===== config.mk =====
export PLATFORM = sky130hd
export DESIGN_NAME = branch_predictor_gshare
export DESIGN_NICKNAME = d
export VERILOG_FILES = /design/src/rtl/branch_predictor_gshare.sv
export SDC_FILE = /design/constraint.sdc
export NUM_CORES = 1
export LEC_CHECK = 0
export CAP_MARGIN = 20
export CELL_PAD_IN_SITES_DETAIL_PLACEMENT = 1
export CELL_PAD_IN_SITES_GLOBAL_PLACEMENT = 2
export CORE_MARGIN = 3
export CORE_UTILIZATION = 31
export DETAILED_ROUTE_END_ITERATION = 16
export GPL_ROUTABILITY_DRIVEN = 0
export MAX_ROUTING_LAYER = met4
export PLACE_DENSITY_LB_ADDON = 0.1
export SYNTH_ARGS = -nofsm -noshare
export SYNTH_HDL_FRONTEND = slang
export SYNTH_SLANG_ARGS = --single-unit

===== constraint.sdc =====
create_clock -name clk -period 5.54 [get_ports clk]
set_input_delay 1.662 -clock clk [delete_from_list [all_inputs] [get_ports clk]]
set_output_delay 1.662 -clock clk [all_outputs]
set_load 0.01 [all_outputs]

===== src/rtl/branch_predictor_gshare.sv =====
// Branch direction predictor: table of saturating counters indexed by PC
// bits (bimodal) or by PC bits XOR global history (gshare). Predictions are
// registered one cycle after the request, and a sweep after reset sets
// every counter to weakly-not-taken.
// Optional build macro BP_FWD_EN: when a prediction and an update hit the
// same index in one cycle, the prediction uses the post-update counter.
//
// Handshake: pred_req and upd_valid are single-cycle strobes. They are
// accepted only while ready=1, and there is no backpressure. For every
// accepted pred_req, pred_valid is high for exactly one cycle, on the next
// cycle.
module branch_predictor_gshare #(
  parameter int BRANCH_PRED_METHOD = 1,
  parameter int ADDRESS_BITS       = 32,
  parameter int INDEX_BITS         = 4,
  parameter int GHR_BITS           = 4,
  parameter int COUNTER_BITS       = 2,
  parameter int PC_LSB             = 2
) (
  input  logic                    clk,
  input  logic                    reset_n,
  output logic                    ready,
  input  logic                    pred_req,
  input  logic [ADDRESS_BITS-1:0] pred_pc,
  output logic                    pred_valid,
  output logic                    pred_taken,
  output logic [GHR_BITS-1:0]     pred_ghr,
  input  logic                    upd_valid,
  input  logic [ADDRESS_BITS-1:0] upd_pc,
  input  logic                    upd_taken,
  input  logic                    upd_mispredict,
  input  logic [GHR_BITS-1:0]     upd_ghr,
  output logic                    dbg_state
);

  localparam int DEPTH = 1 << INDEX_BITS;
  localparam logic [COUNTER_BITS-1:0] CTR_WNT = {1'b0, {(COUNTER_BITS-1){1'b1}}};
  localparam logic [COUNTER_BITS-1:0] CTR_MAX = '1;
  localparam logic [COUNTER_BITS-1:0] CTR_MIN = '0;

  typedef enum logic {ST_INIT = 1'b0, ST_RUN = 1'b1} state_e;

  state_e                  state_q, state_d;
  logic [INDEX_BITS-1:0]   init_ptr_q, init_ptr_d;
  logic [GHR_BITS-1:0]     ghr_q, ghr_d;
  logic                    pred_valid_q, pred_valid_d;
  logic                    pred_taken_q, pred_taken_d;
  logic [GHR_BITS-1:0]     pred_ghr_q, pred_ghr_d;
  logic [COUNTER_BITS-1:0] ctr_tbl_q [DEPTH];

  logic                    run;
  logic [INDEX_BITS-1:0]   pred_hist, upd_hist, pidx, uidx;
  logic [COUNTER_BITS-1:0] pctr, uctr, uctr_nxt;
  logic                    pred_bit;
  logic [GHR_BITS:0]       spec_shift, repair_shift;

  assign run       = (state_q == ST_RUN);
  assign ready     = run;
  assign dbg_state = state_q;

  // Init sweep walks every entry once, then stays in RUN until reset
  always_comb begin
    state_d    = state_q;
    init_ptr_d = init_ptr_q;
    case (state_q)
      ST_INIT: begin
        init_ptr_d = init_ptr_q + 1'b1;
        if (init_ptr_q == '1) state_d = ST_RUN;
      end
      ST_RUN:  state_d = ST_RUN;
      default: state_d = ST_INIT;
    endcase
  end

  // History terms are zero-extended into the low index bits; bimodal mode has none
  always_comb begin
    pred_hist = '0;
    upd_hist  = '0;
    if (BRANCH_PRED_METHOD == 1) begin
      pred_hist[GHR_BITS-1:0] = ghr_q;
      upd_hist[GHR_BITS-1:0]  = upd_ghr;
    end
  end

  assign pidx = pred_pc[PC_LSB +: INDEX_BITS] ^ pred_hist;
  assign uidx = upd_pc[PC_LSB +: INDEX_BITS] ^ upd_hist;
  assign pctr = ctr_tbl_q[pidx];
  assign uctr = ctr_tbl_q[uidx];

  // Saturating increment on taken, decrement on not-taken
  always_comb begin
    uctr_nxt = uctr;
    if (upd_taken) begin
      if (uctr != CTR_MAX) uctr_nxt = uctr + 1'b1;
    end else begin
      if (uctr != CTR_MIN) uctr_nxt = uctr - 1'b1;
    end
  end

`ifdef BP_FWD_EN
  assign pred_bit = (upd_valid && (uidx == pidx)) ? uctr_nxt[COUNTER_BITS-1]
                                                  : pctr[COUNTER_BITS-1];
`else
  assign pred_bit = pctr[COUNTER_BITS-1];
`endif

  assign spec_shift   = {ghr_q, pred_bit};
  assign repair_shift = {upd_ghr, upd_taken};

  // Prediction outputs and history: a repair overrides the speculative shift
  always_comb begin
    pred_valid_d = run && pred_req;
    pred_taken_d = pred_taken_q;
    pred_ghr_d   = pred_ghr_q;
    ghr_d        = ghr_q;
    if (run && pred_req) begin
      pred_taken_d = pred_bit;
      pred_ghr_d   = (BRANCH_PRED_METHOD == 1) ? ghr_q : '0;
    end
    if (run && (BRANCH_PRED_METHOD == 1)) begin
      if (upd_valid && upd_mispredict) ghr_d = repair_shift[GHR_BITS-1:0];
      else if (pred_req)               ghr_d = spec_shift[GHR_BITS-1:0];
    end
  end

  // Control and prediction registers, cleared asynchronously
  always_ff @(posedge clk or negedge reset_n) begin
    if (!reset_n) begin
      state_q      <= ST_INIT;
      init_ptr_q   <= '0;
      ghr_q        <= '0;
      pred_valid_q <= 1'b0;
      pred_taken_q <= 1'b0;
      pred_ghr_q   <= '0;
    end else begin
      state_q      <= state_d;
      init_ptr_q   <= init_ptr_d;
      ghr_q        <= ghr_d;
      pred_valid_q <= pred_valid_d;
      pred_taken_q <= pred_taken_d;
      pred_ghr_q   <= pred_ghr_d;
    end
  end

  // Counter table: the init sweep owns the write port until RUN
  always_ff @(posedge clk) begin
    if (state_q == ST_INIT)  ctr_tbl_q[init_ptr_q] <= CTR_WNT;
    else if (upd_valid)      ctr_tbl_q[uidx]       <= uctr_nxt;
  end

  assign pred_valid = pred_valid_q;
  assign pred_taken = pred_taken_q;
  assign pred_ghr   = pred_ghr_q;

endmodule


==> results_tabular.tex <==
\begin{tabular}{lr}
\hline
Metric & Value \\
\hline
\multicolumn{2}{l}{\textbf{Place}} \\
\quad Number of buffer cells added on primary ports & 25 \\
\quad Worst setup slack before clock tree synthesis & 1.20 ns \\
\quad Dpl cells & 285 \\
\quad Half-perimeter wire length after detailed placement & 4.37 mm \\
\multicolumn{2}{l}{\textbf{Timing}} \\
\quad Number of pins with negative max-slew slack in the final report & 0 \\
\quad Setup\_tns & 0 ns \\
\quad Timing-limited maximum frequency & 251 MHz \\
\quad Final period demand of the worst path & 3.99 ns \\
\quad Clock Skews & 0.00552 ns \\
\quad Slew at the pin closest to its max-slew limit & 0.709 ns \\
\quad Worst max-slew margin expressed relative to the limit & 52.6\% \\
\quad Final Hold Viols & 0 \\
\quad Setup repair after global routing missed its margin & false \\
\quad Final worst-path cycle share & 72.0\% \\
\quad Final WS setup & 1.55 ns \\
\quad Total setup violations reported at the end of the flow & 0 \\
\multicolumn{2}{l}{\textbf{Clock tree}} \\
\quad Worst-Skew Late Latency & 0.30 ns \\
\quad CTS tree & yes \\
\quad Buffer count from post-CTS setup fixing & 0 \\
\quad Total clock buffers created by CTS & 5 \\
\quad CTS Root Cell & clkbuf\_8 \\
\quad Count of instances resized after the clock tree is built & 0 \\
\quad Buffer depth of the longest clock path & 2 \\
\quad Clock transition at path regs & 0.09 ns \\
\quad Number of hold buffers added after CTS & 0 \\
\quad H-Tree Level Count & 2 \\
\quad Count of clock tree sinks & 47 \\
\multicolumn{2}{l}{\textbf{Setup path}} \\
\quad Crit-path leading delay family & buffers and inverters \\
\quad Critical path cell sequence & clkdlybuf4s50\_1, xor2\_4, mux4\_1, nand2\_1, nand4\_1, o21ai\_1, a21oi\_1, buf\_4 \\
\quad Capturing element type of the critical path & flip-flop \\
\quad CP startpoint kind & input pin \\
\quad Worst path arrival time & 4.03 ns \\
\quad Max incr delay on CP & 0.65 ns \\
\quad Worst-path maximum fanout & 16 \\
\quad WS Path Type & in2reg \\
\quad WP data required & 5.58 ns \\
\quad Buffers plus inverters on the worst setup path & 2 \\
\quad Critical-path top delay cell & mux4\_1 \\
\quad R2r setup slk & 3.21 ns \\
\multicolumn{2}{l}{\textbf{Die}} \\
\quad Die outline height & 92.3 um \\
\quad Boundary pin count & 82 \\
\quad Effective utilization at floorplan & 32.9\% \\
\quad Floorplan row count & 30 \\
\quad Overall die width & 92.3 um \\
\quad Core area & 0.00702 mm\^{}2 \\
\quad Total Die Area & 0.00852 mm\^{}2 \\
\multicolumn{2}{l}{\textbf{Global routing}} \\
\quad Total gr overflow & 0 \\
\quad Pin count of the biggest net entering global routing & 20 \\
\quad Via count of the first global-routing pass & 1655 \\
\quad Antenna violations before repair & 0 \\
\quad First-pass GRT wire length & 9.02 mm \\
\quad GR Util All Layers & 14.6\% \\
\multicolumn{2}{l}{\textbf{Layout}} \\
\quad Finished Core Util & 39.4\% \\
\quad Fin nets & 271 \\
\quad Number of diodes added for antenna fixing & 0 \\
\quad Fraction of layout instances using a drive strength above 1 & 10.7\% \\
\quad Non-filler cells, final & 293 \\
\quad Area growth syn-to-layout & 19.8\% \\
\multicolumn{2}{l}{\textbf{Synthesis}} \\
\quad Per-instance average area after synthesis & 13.8 um\^{}2 \\
\quad Distinct cell type count after synthesis & 31 \\
\quad Register area share after synthesis & 57.9\% \\
\quad Number of register bits inferred by synthesis & 47 \\
\quad Net count after synthesis & 242 \\
\quad Yosys warning count & 0 \\
\quad Cell area after technology mapping & 0.00231 mm\^{}2 \\
\quad Number of instances in the synthesized netlist & 167 \\
\multicolumn{2}{l}{\textbf{Power}} \\
\quad Clock Power Share & 27.0\% \\
\quad Internal Dissipation & 0.599 mW \\
\quad Switching Share & 27.3\% \\
\quad Portion of total power attributed to combinational logic & 22.2\% \\
\quad Share of total power in sequential cells & 50.8\% \\
\quad Leakage power & 0.970 nW \\
\quad Peak supply drop & 0.000104 V \\
\quad Power, Total & 0.825 mW \\
\quad Sw power & 0.226 mW \\
\quad Cell Pwr Density & 298 mW/mm\^{}2 \\
\multicolumn{2}{l}{\textbf{Detailed routing}} \\
\quad Drc violations & 0 \\
\quad Final routed wire length divided by cell count & 19.6 um \\
\quad DRT Pass-1 Iters & 4 \\
\quad WL final & 5.73 mm \\
\quad DRC violation total after the first TritonRoute iteration & 66 \\
\quad Antenna violation net count after detailed routing & 0 \\
\quad Detailed-route vias per instance & 5.11 \\
\quad Detailed-route via count & 1496 \\
\multicolumn{2}{l}{\textbf{Run status}} \\
\quad Run status & finished clean \\
\multicolumn{2}{l}{\textbf{Run}} \\
\quad Reported max-cap violation count & 0 \\
\multicolumn{2}{l}{\textbf{Min path}} \\
\quad Worst Hold Class & reg2reg \\
\hline
\end{tabular}
[cells by family after synthesis]
family          share of synthesized area [%]
compound gates                           5.64
xor+xnor                                 6.12
mux                                      17.7
simple gates                             10.5
fa+ha+maj                               0.542
flops                                    57.9
buf+inv                                  1.63
[area by class of cell]
type,count,area (um^2)
Inverter,2,7.51
Multi-Input combinational cell,112,935
Clock inverter,1,8.76
Tap cell,96,120
Timing Repair Buffer,28,273
Sequential cell,47,1340
Clock buffer,7,86.3
Fill cell,745,4250
[power by group through the flow]
stage | registers [mW] | logic [mW] | clock network (mW)
after floorplan | 0.430 | 0.100 | 0
after global placement | 0.426 | 0.184 | 0
after detailed placement | 0.428 | 0.187 | 0
after CTS | 0.420 | 0.188 | 0.228
after global routing | 0.423 | 0.200 | 0.242
final | 0.419 | 0.183 | 0.222
[state kept, by name, indices dropped and copies added (netlist names)]
| name | count |
|---|---|
| ctr_tbl_q | 32 |
| ghr_q | 4 |
| init_ptr_q | 4 |
| pred_ghr | 4 |
| dbg_state | 1 |
| pred_taken | 1 |
| pred_valid | 1 |
[cells in the mapped netlist]
library cell | number | share of area (%)
nand2b_1 | 1 | 0.27
buf_4 | 2 | 0.65
nand4b_1 | 1 | 0.38
nand2_1 | 14 | 2.3
edfxtp_1 | 32 | 42
nor3b_1 | 2 | 0.65
ha_1 | 1 | 0.54
a31o_2 | 1 | 0.38
nand4_1 | 2 | 0.54
a31oi_1 | 3 | 0.81
nand3_1 | 1 | 0.22
xnor2_1 | 8 | 3.0
inv_1 | 2 | 0.33
mux2_2 | 6 | 2.9
o31a_1 | 1 | 0.38
o22ai_1 | 4 | 1.1
o21ai_1 | 2 | 0.43
nor2_1 | 26 | 4.2
xor2_4 | 1 | 1.2
and4_4 | 1 | 0.49
a21oi_1 | 10 | 2.2
clkbuf_1 | 4 | 0.65
mux4_1 | 11 | 13
xor2_1 | 5 | 1.9
and2_1 | 1 | 0.27
mux2i_1 | 3 | 1.3
a21oi_2 | 1 | 0.38
dfrtp_1 | 15 | 16
mux4_2 | 1 | 0.98
nor3_1 | 4 | 0.87
nor2b_1 | 1 | 0.27
[layout by cell type (no fill, tap or decap), types with 2 or more instances in the layout]
master	count
o22ai_1	4
mux2_2	6
a31oi_1	3
buf_4	3
nor2_1	26
xnor2_1	8
clkbuf_8	6
nor3_1	4
inv_1	2
nor3b_1	2
dfrtp_1	15
o21ai_1	2
edfxtp_1	32
nand2_1	14
nand4_1	2
mux4_1	11
mux2i_1	3
xor2_1	5
clkdlybuf4s50_1	25
a21oi_1	10
[layer usage]
metal  vias to the layer above  global-route usage [%]  wire, um  part of all wire, %
met3                        11                    3.41       236                  4.1
met1                       760                    16.9      2390                   42
met4                         0                    5.07       121                  2.1
met2                        35                    25.2      2980                   52
li1                        690                       -         -                    -
met5                         -                       -         0                    0
[worst paths after layout]
check	to	depth (start not counted)	from
worst max-delay path	ctr_tbl_q[10][1]	8	upd_ghr[1]
worst min-delay path	pred_ghr[1]	1	pred_ghr[1]
worst max register to register	pred_taken	5	ghr_q[1]
worst min register to register	pred_ghr[1]	1	pred_ghr[1]
max in group asynchronous	ghr_q[0]	1	reset_n
min in group asynchronous	pred_ghr[0]	1	reset_n
[through the flow]
step / hold WS, ns / instance area [um^2]
3_3_place_gp: 0.490 / 2670
2_1_floorplan: 0.519 / 2310
4_1_cts: 0.532 / 2770
5_1_grt: 0.547 / 2770
3_5_place_dp: 0.513 / 2670
6_report: 0.521 / 2770
No activity file was read; power rests on OpenSTA's default activity.
